===== config.mk =====
export PLATFORM = sky130hd
export DESIGN_NAME = fpu_cmp_class_pipe
export DESIGN_NICKNAME = d
export VERILOG_FILES = /design/src/rtl/fpu_cmp_class_pipe.sv
export SDC_FILE = /design/constraint.sdc
export NUM_CORES = 1
export LEC_CHECK = 0
export ABC_AREA = 1
export CAP_MARGIN = 15
export CORE_MARGIN = 2
export CORE_UTILIZATION = 50
export DETAILED_ROUTE_END_ITERATION = 8
export PLACE_DENSITY = 0.76
export SLEW_MARGIN = 40
export SYNTH_ARGS = -nofsm -noshare
export SYNTH_HDL_FRONTEND = slang
export SYNTH_SLANG_ARGS = --single-unit

===== constraint.sdc =====
create_clock -name CLK -period 4.1 [get_ports CLK]
set_input_delay 1.23 -clock CLK [delete_from_list [all_inputs] [get_ports CLK]]
set_output_delay 1.23 -clock CLK [all_outputs]
set_load 0.01 [all_outputs]

===== src/rtl/fpu_cmp_class_pipe.sv =====
// fpu_cmp_class_pipe: two-stage pipelined sign-inject / min-max / compare /
// classify unit for an IEEE-754-style format of EXP_W exponent and FRAC_W
// fraction bits. Stage 1 registers the operands with their classification,
// stage 2 forms the result. Valid/ready on both sides; sticky NV for FCSR.
module fpu_cmp_class_pipe #(
  parameter int EXP_W   = 5,
  parameter int FRAC_W  = 10,
  parameter int FLOAT_W = 1 + EXP_W + FRAC_W
) (
  input  logic               CLK,
  input  logic               nRST,
  input  logic               in_valid,
  output logic               in_ready,
  input  logic [4:0]         funct,
  input  logic [2:0]         rm,
  input  logic [FLOAT_W-1:0] rs1,
  input  logic [FLOAT_W-1:0] rs2,
  output logic               out_valid,
  input  logic               out_ready,
  output logic [FLOAT_W-1:0] result,
  output logic               out_nv,
  output logic               out_illegal,
  output logic               nv_sticky,
  input  logic               nv_clear
);

  localparam int CLASSIFY_W = 10;

  // fpu_funct_t encodings used by the decode stage (RISC-V funct5 values)
  localparam logic [4:0] FUNCT_FSGNJ   = 5'b00100;
  localparam logic [4:0] FUNCT_FMINMAX = 5'b00101;
  localparam logic [4:0] FUNCT_FCOMP   = 5'b10100;
  localparam logic [4:0] FUNCT_FCLASS  = 5'b11100;

  // Canonical quiet NaN: positive, all-ones exponent, only the fraction MSB set
  localparam logic [FLOAT_W-1:0] CANON_NAN =
    FLOAT_W'({{EXP_W{1'b1}}, 1'b1}) << (FRAC_W - 1);

  generate
    if (FLOAT_W < CLASSIFY_W) begin : g_width_check
      $error("fpu_cmp_class_pipe: FLOAT_W must be at least CLASSIFY_W (10)");
    end
    if (FLOAT_W != 1 + EXP_W + FRAC_W) begin : g_format_check
      $error("fpu_cmp_class_pipe: FLOAT_W must equal 1+EXP_W+FRAC_W");
    end
  endgenerate

  typedef struct packed {
    logic sign;
    logic exp_zero;
    logic exp_ones;
    logic frac_zero;
    logic snan;
    logic qnan;
  } cls_t;

  function automatic cls_t classify(input logic [FLOAT_W-1:0] v);
    cls_t c;
    logic [EXP_W-1:0]  e;
    logic [FRAC_W-1:0] f;
    e           = v[FRAC_W +: EXP_W];
    f           = v[FRAC_W-1:0];
    c.sign      = v[FLOAT_W-1];
    c.exp_zero  = (e == '0);
    c.exp_ones  = &e;
    c.frac_zero = (f == '0);
    c.snan      = c.exp_ones && !c.frac_zero && !f[FRAC_W-1];
    c.qnan      = c.exp_ones && f[FRAC_W-1];
    return c;
  endfunction

  // ---------------------------------------------------------------- handshake
  logic s1_valid_q, s1_valid_d;
  logic s2_valid_q, s2_valid_d;
  logic s2_adv;

  assign s2_adv    = !s2_valid_q || out_ready;
  assign in_ready  = !s1_valid_q || s2_adv;
  assign out_valid = s2_valid_q;

  // ------------------------------------------------------------------ stage 1
  logic [FLOAT_W-1:0] op_in [2];
  cls_t               cls_in [2];

  assign op_in[0] = rs1;
  assign op_in[1] = rs2;

  generate
    for (genvar gi = 0; gi < 2; gi++) begin : g_classify
      assign cls_in[gi] = classify(op_in[gi]);
    end
  endgenerate

  logic [FLOAT_W-1:0] s1_a_q, s1_a_d, s1_b_q, s1_b_d;
  logic [4:0]         s1_funct_q, s1_funct_d;
  logic [2:0]         s1_rm_q, s1_rm_d;
  cls_t               s1_ca_q, s1_ca_d, s1_cb_q, s1_cb_d;

  // Stage 1 loads a new request whenever it can hand its content onward
  always_comb begin
    s1_valid_d = s1_valid_q;
    s1_a_d     = s1_a_q;
    s1_b_d     = s1_b_q;
    s1_funct_d = s1_funct_q;
    s1_rm_d    = s1_rm_q;
    s1_ca_d    = s1_ca_q;
    s1_cb_d    = s1_cb_q;
    if (in_ready) begin
      s1_valid_d = in_valid;
      if (in_valid) begin
        s1_a_d     = rs1;
        s1_b_d     = rs2;
        s1_funct_d = funct;
        s1_rm_d    = rm;
        s1_ca_d    = cls_in[0];
        s1_cb_d    = cls_in[1];
      end
    end
  end

  // Stage 1 registers
  always_ff @(posedge CLK or negedge nRST) begin
    if (!nRST) begin
      s1_valid_q <= 1'b0;
      s1_a_q     <= '0;
      s1_b_q     <= '0;
      s1_funct_q <= '0;
      s1_rm_q    <= '0;
      s1_ca_q    <= '0;
      s1_cb_q    <= '0;
    end else begin
      s1_valid_q <= s1_valid_d;
      s1_a_q     <= s1_a_d;
      s1_b_q     <= s1_b_d;
      s1_funct_q <= s1_funct_d;
      s1_rm_q    <= s1_rm_d;
      s1_ca_q    <= s1_ca_d;
      s1_cb_q    <= s1_cb_d;
    end
  end

  // ------------------------------------------------------- stage 2 datapath
  logic [FLOAT_W-2:0]    mag_a, mag_b;
  logic                  mag_lt, mag_eq, both_zero, any_nan, any_snan;
  logic                  lt_total, lt_ieee, eq_ieee, a_nan, b_nan;
  logic [CLASSIFY_W-1:0] cls_vec;
  logic [FLOAT_W-1:0]    res_c;
  logic                  nv_c, ill_c;
  logic                  unused_cls_bits;

  assign unused_cls_bits = s1_cb_q.exp_ones;

  // Magnitude/sign relations and the one-hot class of rs1
  always_comb begin
    mag_a     = s1_a_q[FLOAT_W-2:0];
    mag_b     = s1_b_q[FLOAT_W-2:0];
    mag_lt    = (mag_a < mag_b);
    mag_eq    = (mag_a == mag_b);
    a_nan     = s1_ca_q.snan || s1_ca_q.qnan;
    b_nan     = s1_cb_q.snan || s1_cb_q.qnan;
    any_nan   = a_nan || b_nan;
    any_snan  = s1_ca_q.snan || s1_cb_q.snan;
    both_zero = s1_ca_q.exp_zero && s1_ca_q.frac_zero &&
                s1_cb_q.exp_zero && s1_cb_q.frac_zero;
    // Total order on non-NaN values where -0 sorts below +0 (used by min/max)
    if (s1_ca_q.sign != s1_cb_q.sign) begin
      lt_total = s1_ca_q.sign;
    end else if (!s1_ca_q.sign) begin
      lt_total = mag_lt;
    end else begin
      lt_total = !mag_lt && !mag_eq;
    end
    // IEEE comparisons treat -0 and +0 as equal
    lt_ieee = lt_total && !both_zero;
    eq_ieee = (s1_a_q == s1_b_q) || both_zero;

    cls_vec    = '0;
    cls_vec[0] = s1_ca_q.sign  && s1_ca_q.exp_ones && s1_ca_q.frac_zero;
    cls_vec[1] = s1_ca_q.sign  && !s1_ca_q.exp_zero && !s1_ca_q.exp_ones;
    cls_vec[2] = s1_ca_q.sign  && s1_ca_q.exp_zero && !s1_ca_q.frac_zero;
    cls_vec[3] = s1_ca_q.sign  && s1_ca_q.exp_zero && s1_ca_q.frac_zero;
    cls_vec[4] = !s1_ca_q.sign && s1_ca_q.exp_zero && s1_ca_q.frac_zero;
    cls_vec[5] = !s1_ca_q.sign && s1_ca_q.exp_zero && !s1_ca_q.frac_zero;
    cls_vec[6] = !s1_ca_q.sign && !s1_ca_q.exp_zero && !s1_ca_q.exp_ones;
    cls_vec[7] = !s1_ca_q.sign && s1_ca_q.exp_ones && s1_ca_q.frac_zero;
    cls_vec[8] = s1_ca_q.snan;
    cls_vec[9] = s1_ca_q.qnan;
  end

  // Result selection per funct/rm; anything unsupported yields a flagged zero
  always_comb begin
    res_c = '0;
    nv_c  = 1'b0;
    ill_c = 1'b0;
    unique case (s1_funct_q)
      FUNCT_FSGNJ: begin
        unique case (s1_rm_q)
          3'b000:  res_c = {s1_cb_q.sign, mag_a};
          3'b001:  res_c = {!s1_cb_q.sign, mag_a};
          3'b010:  res_c = {s1_ca_q.sign ^ s1_cb_q.sign, mag_a};
          default: ill_c = 1'b1;
        endcase
      end
      FUNCT_FMINMAX: begin
        if (s1_rm_q == 3'b000 || s1_rm_q == 3'b001) begin
          nv_c = any_snan;
          if (a_nan && b_nan) begin
            res_c = CANON_NAN;
          end else if (a_nan) begin
            res_c = s1_b_q;
          end else if (b_nan) begin
            res_c = s1_a_q;
          end else if (s1_rm_q == 3'b000) begin
            res_c = lt_total ? s1_a_q : s1_b_q;
          end else begin
            res_c = lt_total ? s1_b_q : s1_a_q;
          end
        end else begin
          ill_c = 1'b1;
        end
      end
      FUNCT_FCOMP: begin
        unique case (s1_rm_q)
          3'b010: begin
            res_c[0] = !any_nan && eq_ieee;
            nv_c     = any_snan;
          end
          3'b001: begin
            res_c[0] = !any_nan && lt_ieee;
            nv_c     = any_nan;
          end
          3'b000: begin
            res_c[0] = !any_nan && (lt_ieee || eq_ieee);
            nv_c     = any_nan;
          end
          default: ill_c = 1'b1;
        endcase
      end
      FUNCT_FCLASS: begin
        if (s1_rm_q == 3'b001) begin
          res_c[CLASSIFY_W-1:0] = cls_vec;
        end else begin
          ill_c = 1'b1;
        end
      end
      default: ill_c = 1'b1;
    endcase
  end

  // ------------------------------------------------------------------ stage 2
  logic [FLOAT_W-1:0] result_q, result_d;
  logic               out_nv_q, out_nv_d;
  logic               out_illegal_q, out_illegal_d;
  logic               nv_sticky_q, nv_sticky_d;

  // Output stage holds its contents while stalled; sticky NV set beats clear
  always_comb begin
    s2_valid_d    = s2_valid_q;
    result_d      = result_q;
    out_nv_d      = out_nv_q;
    out_illegal_d = out_illegal_q;
    if (s2_adv) begin
      s2_valid_d = s1_valid_q;
      if (s1_valid_q) begin
        result_d      = res_c;
        out_nv_d      = nv_c;
        out_illegal_d = ill_c;
      end
    end
    nv_sticky_d = nv_sticky_q;
    if (s2_valid_q && out_ready && out_nv_q) begin
      nv_sticky_d = 1'b1;
    end else if (nv_clear) begin
      nv_sticky_d = 1'b0;
    end
  end

  // Stage 2 and sticky-flag registers
  always_ff @(posedge CLK or negedge nRST) begin
    if (!nRST) begin
      s2_valid_q    <= 1'b0;
      result_q      <= '0;
      out_nv_q      <= 1'b0;
      out_illegal_q <= 1'b0;
      nv_sticky_q   <= 1'b0;
    end else begin
      s2_valid_q    <= s2_valid_d;
      result_q      <= result_d;
      out_nv_q      <= out_nv_d;
      out_illegal_q <= out_illegal_d;
      nv_sticky_q   <= nv_sticky_d;
    end
  end

  assign result      = result_q;
  assign out_nv      = out_nv_q;
  assign out_illegal = out_illegal_q;
  assign nv_sticky   = nv_sticky_q;

endmodule


## Yosys cells after proc, flatten, opt, wreduce, memory -nomap -nowiden

Cells that the tools add are included.
Widths: inputs -> output; s select.

| operators by class | value |
|---|---|
| $add $sub $neg | 0 |
| $mul | 0 |
| div/mod/pow operators | 0 |
| magnitude comparators | 1 |
| equal/unequal tests | 9 |
| shift operators | 0 |
| multiplexer cells | 24 |
| bitwise logic cells | 1 |
| reduce and logical (&&, ||, !) cells | 68 |

Operators with widths:

| cell | number |
|---|---|
| $mux 16 | 7 |
| $pmux 16 s3 | 1 |
| $logic_and 1x1->1 | 31 |
| $pmux 9 s3 | 1 |
| $logic_not 10->1 | 2 |
| $eq 16x16->1 | 1 |
| $eq 15x15->1 | 1 |
| $logic_not 1->1 | 15 |
| $lt 15x15->1 | 1 |
| $pmux 6 s2 | 1 |
| $eq 5x3->1 const B | 2 |
| $eq 5x5->1 const B | 2 |
| $logic_not 5->1 | 2 |
| $mux 10 | 1 |
| $reduce_and 5->1 | 2 |
| $logic_or 1x1->1 | 9 |
| $mux 1 | 8 |
| $pmux 1 s3 | 2 |
| $pmux 1 s2 | 2 |
| $pmux 1 s4 | 1 |
| $reduce_and 2->1 | 2 |
| $reduce_or 2->1 | 2 |
| $eq 3x1->1 const B | 1 |
| $eq 3x2->1 const B | 1 |
| 5 further kinds | 5 |

| storage, ports and cells | value |
|---|---|
| register bits | 72 |
| latch bits | 0 |
| bits in writable memories | 0 |
| bits in read-only memories | 0 |
| bits of input ports | 45 |
| output and inout bits | 21 |
| word-level logic and storage cells | 124 |
| memories | 0 |

## Logic depth before layout (Yosys ltp)

Gate-level depths: netlist (run 1).

| depth | value |
|---|---|
| word-level depth | 12 |
| depth in mapped cells | 21 |
| mapped depth without buffers | 21 |

## Worst setup path before layout (run 1)

No wires, ideal clock.

| timing | value |
|---|---|
| path kind | input-to-output |
| start | input out_ready |
| end | output in_ready |
| arrival | 1.414 ns |
| data required time | 2.870 ns |
| slack | 1.456 ns |
| cell stages on the path | 2 |
| buffers on the path | 0 |
| cell sequence | inv_1 -> nand3_1 |

| on the way | value |
|---|---|
| word-level cells in the longest chain between the ends | 2 |

RTL lines:

| element | RTL line | text |
|---|---|---|
| start: declaration | 19 | `input logic out_ready,` |
| $logic_or 1x1->1 | 77 | `assign s2_adv = !s2_valid_q \|\| out_ready;` |
| $logic_or 1x1->1 | 78 | `assign in_ready = !s1_valid_q \|\| s2_adv;` |
| end: declaration | 13 | `output logic in_ready,` |

No other way between the ends.

## Worst setup path after layout (run 1)

Same ends and word-level chain as after synthesis.

==> results.md, run 1 <==
* Grt ovf at 0
* Root buffer cell: clkbuf_8
* CTS Buffer Depth at 2
* FMAX at 274 MHz
* Most used cell, CP: clkdlybuf4s50_1
* Startpoint types: primary input
* Worst path arrival time at ~2.4 ns
* Dpl hpwl at about 7.4 mm
* Most frequent cells in the layout: nand2_1 (152), inv_1 (78), dfrtp_1 (70), clkdlybuf4s50_1 (64), o21ai_0 (48)
* Pre-Repair DR Iteration Count at 5
* Synth Warn # at 0
* Critical path type: in -> out
* Boundary Pins at 66
* Actual slew at the worst max-slew pin at about 0.67 ns
* Static leakage at about 2.4 nW
* Worst r2r path cells at 17
* Min Clock Period, post-route at 3.65 ns
* WP data required at between 2 and 3 ns
* Max Cap Viol at 0
* RSZ-0062 raised after global routing: no
* Final Cycle Share at 89.0%
* Global-route wire length before repair at around 17 mm
* Adder-cell share of the synthesized area at 5.44%
* Synthesized area at 3910 µm²
* Synthesized area per cell at ~7.6 µm²
* Post-synthesis xor/xnor area fraction at 0%
* Initial core utilization at roughly 51%
* EDFF count, synth at 0
* Die ar. at 8550 µm²
* Initial antenna violation count at 0
* Hold depth at 2
* Syn Inst Count at 517
* Setup TNS Final at 0 ns
* Most common cell after layout, fill and taps aside: nand2_1
* Cts repair resizes at 0
* Core area at between 7000 and 8000 µm²
* TritonCTS clock tree: done
* Register bit total from synthesis at 70
* Main combinational cell family by area after synthesis: simple AND/OR/NAND/NOR gates
* Post-CTS Hold Fix Bufs at 0
* Seq/Total Area, Yosys at ~45%
* Crit-path cells: clkdlybuf4s50_1 > inv_1 > nand3_1 > clkdlybuf4s50_1
* Slew margin rel. at a little over half
* CP max-delay cell: clkdlybuf4s50_1
* Hold Path Class: reg -> reg
* Antenna diode count at 0
* Prevailing post-synth register cell: dfrtp_1
* FP Rows at 32
* Post-synthesis net count at just under 600
* Synth Area in Simple Gates at about 28%
* Crit path capture type: output port
* CTS Buf Count at 9
* Status: complete, no violations
* Layout cells sized above 1 at around 5.6%
* Hold Worst Slack at between 0.4 and 0.5 ns
* Total Wirelength at around 10 mm
* Final Setup Violations at 0
* Area delta synth->final at 23.1%
* Compound-cell area share of the yosys netlist at about an eighth
* Clock sink total at 70
* DRT iter0 DRCs at ~280
* Fin nets at about 650
* Largest net degree at the start of global routing at 41
* Post-CTS Setup Bufs at 0
* Post-route ant nets at 0
* Post-synthesis cell type count at 33
* Post-synth ARST share at 100%
* Clock slew seen by the registers of the worst setup and hold paths at about 0.07 ns
* Layout fillers at between 600 and 700
* CP peak stage delay at 0.55 ns
* Vias in the first global route at around 3700
* Clk_lat worst skew at between 0.3 and 0.4 ns
* Residual DRC at 0
* Post-Route Skew at between 0.006 and 0.007 ns
* Die Wd at roughly 90 µm
* PwrDens at about 400 nW/µm²
* Final hold violation count at 0
* H-tree Lvls at 3
* Vias per cell at about 5.4
* CP Max Fanout at 3
* Multiplexer area fraction after synthesis at 0%
* Port bufs at 65
* Worst VDD drop at roughly 0.21 mV
* DR vias at 3695
* Die height at slightly above 90 µm
* GRT Total Usage at about 26%
* DR WL/cell at 14.4 µm
* Max Slew Vio Count at 0
* Gp weighted congestion at between 0.8 and 0.9
==> critical path, delay by kind of cell <==
| kind | cells | cell delay [ns] |
|---|---|---|
| buffers and inverters | 3 | 1.07 |
| and+or+nand+nor | 1 | 0.11 |
==> final cells by class <==
cell class / instances / area, µm² / share of cell area, %
clock buffer: 12 / 145 / 3.01
clock inverter: 2 / 10.0 / 0.208
inverter: 81 / 304 / 6.31
multi-input combinational: 350 / 1780 / 37.0
sequential: 70 / 1750 / 36.4
tap: 102 / 128 / 2.65
timing repair buffer: 72 / 698 / 14.5
==> stage by stage <==
step / instance area [µm²] / setup slack, ns / util (%) / power (W) / std cells
floorplan: 3910 / 1.46 / - / 0.00125 / 517
global placement: 4660 / 0.484 / 61.0 / 0.00145 / 675
detailed placement: 4660 / 0.447 / 61.0 / 0.00147 / 675
CTS: 4820 / 0.439 / 63.0 / 0.00195 / 689
global route: 4820 / 0.365 / 63.0 / 0.00208 / 689
finish: 4820 / 0.451 / 63.0 / 0.00194 / 689
==> logic make-up after synthesis <==
family	count (synthesis)
buffers and inverters	97
AND/OR/NAND/NOR	250
adder cells (fa/ha/maj)	17
flip-flops	70
AO/OA/AOI/OAI	83
==> cells in the mapped netlist (3+ instances only) <==
cell | count | area share (%)
o21ai_0 | 48 | 6.1
nand4_1 | 11 | 1.8
nand2_2 | 4 | 0.64
ha_1 | 17 | 5.4
o21bai_1 | 3 | 0.58
o22ai_1 | 5 | 0.80
inv_1 | 78 | 7.5
clkbuf_1 | 13 | 1.2
dfrtp_1 | 70 | 45
a21oi_1 | 16 | 2.0
nor3_1 | 4 | 0.51
o211ai_1 | 4 | 0.77
nand3b_1 | 5 | 0.96
nand3_1 | 28 | 3.6
nand2_1 | 152 | 15
nor2_1 | 32 | 3.1
nor4_1 | 7 | 1.1
==> per-layer routing <==
metal  global-route usage, %  part of all wire [%]  vias to the layer above  wire (µm)
met2                    43.2                    47                      129       4700
met5                       0                     0                        -          0
met1                    32.0                    44                     1740       4370
met3                    6.67                   6.5                       20        645
li1                        -                     -                     1806          -
met4                    8.96                   2.2                        0        216
==> power by group <==
part | switching [W] | internal, W
Combinational | 0.000369 | 0.000249
Clock | 0.000247 | 0.000228
Sequential | 0.0000656 | 0.000783
==> sequential cells by signal, summed over array words and instances (netlist names) <==
name	flops
result	16
s1_a_q	16
s1_b_q	16
s1_funct_q	5
s1_cb_q	4
s1_ca_q	3
s1_rm_q	3
cls_vec	2
nv_sticky	1
out_illegal	1
out_nv	1
out_valid	1
s1_valid_q	1
==> worst paths after layout <==
check / from / endpoint / slack, ns
setup / recovery: out_ready / in_ready / 0.45
hold / removal: result[8] / result[8] / 0.48
setup reg to reg: s1_a_q[14] / result[2] / 1.48
hold reg to reg: result[8] / result[8] / 0.48
max in group asynchronous: nRST / result[6] / 2.69
min in group asynchronous: nRST / s1_valid_q / 0.70
No activity file was read; power rests on OpenSTA's default activity.
==> run 2, diff against run 1 <==
Settings changed: PLACE_DENSITY 0.76 to 0.8.
==> results.md, run 2 (same netlist as run 1, synthesis figures left out) <==
* Antenna diode count at 0 (unchanged)
* Storage cell area at 1750 µm² (unchanged)
* CP peak stage delay at 0.57 ns (+0.02 ns)
* Worst VDD drop at 0.212 mV (+0.22%)
* Most common cell after layout, fill and taps aside: nand2_1
* Final hold violation count at 0 (unchanged)
* Top delay family on crit path: buffers and inverters
* DR WL/cell at 14.0 µm (-2.6%)
* CP max-delay cell: clkdlybuf4s50_1
* DRT iter0 DRCs at 227 (-18%)
* Post-CTS Hold Fix Bufs at 0 (unchanged)
* Crit path capture type: output port
* Hold Path Class: reg -> reg
* Root buffer cell: clkbuf_8
* Hold Worst Slack at 0.480 ns (-0.00454 ns)
* Final Cycle Share at 89.7% (+0.71 points)
* RSZ-0062 raised after global routing: no
* Initial antenna violation count at 0 (unchanged)
* Gp weighted congestion at 0.903 (+0.73%)
* Worst path arrival time at 2.45 ns (+0.03 ns)
* Port bufs at 65 (unchanged)
* GRT Total Usage at 24.3% (-1.3 points)
* Grt ovf at 0 (unchanged)
* Cts repair resizes at 0 (unchanged)
* Initial core utilization at 51.2% (unchanged)
* Min Clock Period, post-route at 3.68 ns (+0.0290 ns)
* Die ar. at 8550 µm² (unchanged)
* Static leakage at 2.38 nW (+0.76%)
* Vias in the first global route at 3419 (-6.8%)
* Global-route wire length before repair at 16.3 mm (-5.1%)
* Area delta synth->final at 24.6%
* DR vias at 3604 (-2.5%)
* H-tree Lvls at 3 (unchanged)
* Internal reg-to-reg setup slack at 1.51 ns (+0.03 ns)
* Hold depth at 2 (unchanged)
* Die Wd at 92.5 µm (unchanged)
* Final Setup Violations at 0 (unchanged)
* Largest net degree at the start of global routing at 71 (+73%)
* Slew margin rel. at 55.8% (+0.82 points)
* CP Max Fanout at 3 (unchanged)
* Most used cell, CP: clkdlybuf4s50_1
* Post-route ant nets at 0 (unchanged)
* CP Launch Point: out_ready
* TritonCTS clock tree: done
* Multi-input gate area at 1780 µm² (unchanged)
* Boundary Pins at 66 (unchanged)
* Worst r2r path cells at 16 (-1)
* Post-Route Skew at 0.0114 ns (+0.00471 ns)
* WP data required at 2.87 ns (about the same)
* Status: complete, no violations
* Dpl hpwl at 7.07 mm (-4.7%)
* Pre-Repair DR Iteration Count at 4 (-1)
* Destination of the worst hold path: result[0]
* Post-CTS Setup Bufs at 0 (unchanged)
* FMAX at 272 MHz (-0.79%)
* Residual DRC at 0 (unchanged)
* Clk_lat worst skew at 0.35 ns (about the same)
* Total Wirelength at 9.67 mm (-2.6%)
* Core area at 7650 µm² (unchanged)
* Reg2reg end: result[8]
* Max Cap Viol at 0 (unchanged)
* Fin nets at 644 (-0.31%)
* FP Rows at 32 (unchanged)
* Vias per cell at 5.23 (-2.5%)
* Layout fillers at 686 (-1.2%)
* Setup TNS Final at 0 ns (unchanged)
* Worst r2r src: s1_a_q[14]
* Most frequent cells in the layout: nand2_1 (152), inv_1 (78), dfrtp_1 (70), clkdlybuf4s50_1 (64), o21ai_0 (48)
* Layout cells sized above 1 at 5.96% (+0.34 points)
* CTS Buffer Depth at 2 (unchanged)
* Hold_sp: result[0]
* Critical path type: in -> out
* Clock slew seen by the registers of the worst setup and hold paths at 0.06 ns (about the same)
* Actual slew at the worst max-slew pin at 0.657 ns (-0.0177 ns)
* Startpoint types: primary input
* Final core utilization at 63.7% (+0.74 points)
* PwrDens at 428 nW/µm² (+6.1%)
* CTS Buf Count at 9 (unchanged)
* Max Slew Vio Count at 0 (unchanged)
* Clock sink total at 70 (unchanged)
* Die height at 92.5 µm (unchanged)
* Crit-path cells: clkdlybuf4s50_1 > inv_1 > nand3_1 > clkdlybuf4s50_1
* CP Buf/Inv Count at 3 (unchanged)
==> run 2: changes by cell type in the layout (fill, tap and decap cells not counted) <==
cell / previous run / this run
buf_4: 7 / 4
clkbuf_1: 2 / 0
buf_6: 0 / 1
bufinv_16: 0 / 2
clkinvlp_4: 0 / 2
==> run 2: worst reg2reg max path, delay by kind of cell (launching register included) <==
| kind | cells | cell delay, ns |
|---|---|---|
| buffers and inverters | 1 | 0.05 |
| adder cells (fa/ha/maj) | 1 | 0.35 |
| AND/OR/NAND/NOR | 12 | 1.26 |
| flip-flops | 1 | 0.42 |
| AO/OA/AOI/OAI | 2 | 0.43 |
==> run 2: metrics by stage <==
stage               instance area (µm²)  std cells  setup slack [ns]  power [W]
floorplan                          3910        517              1.46    0.00125
CTS                                4870        689             0.432    0.00209
global placement                   4650        673             0.437    0.00145
finish                             4870        689             0.422    0.00208
detailed placement                 4650        673             0.438    0.00147
global route                       4870        689             0.387    0.00222
==> run 2: how the worst max path moves through the flow <==
| stage | end | slack [ns] | cells after the start |
|---|---|---|---|
| finish | in_ready | 0.42 | 4 |
| global placement | in_ready | 0.44 | 4 |
| CTS | in_ready | 0.43 | 4 |
| floorplan | in_ready | 1.46 | 2 |
| detailed placement | in_ready | 0.44 | 4 |
| global route | in_ready | 0.39 | 4 |
==> run 2: area by class of cell <==
type | count | area share, %
multi-input cells | 350 | 36.5
inverters | 81 | 6.24
flip-flops and latches | 70 | 35.9
clock inverters | 6 | 1.75
well taps | 102 | 2.62
clock buffers | 10 | 2.82
repair buffers | 70 | 14.1
==> run 2: metal layers <==
layer / vias to the layer above / part of all wire, % / track usage, %
met2: 109 / 47 / 38.3
met3: 21 / 4.9 / 3.74
met1: 1670 / 46 / 33.5
met4: 0 / 2.5 / 10.6
met5: - / 0 / 0
li1: 1804 / - / -
==> run 2: report_power, final <==
| group | switching [W] | internal, W | total [W] |
|---|---|---|---|
| clock network | 0.000264 | 0.000357 | 0.000621 |
| registers | 0.0000719 | 0.000783 | 0.000855 |
| logic | 0.000362 | 0.000247 | 0.000609 |
| total | 0.000698 | 0.00139 | 0.00208 |
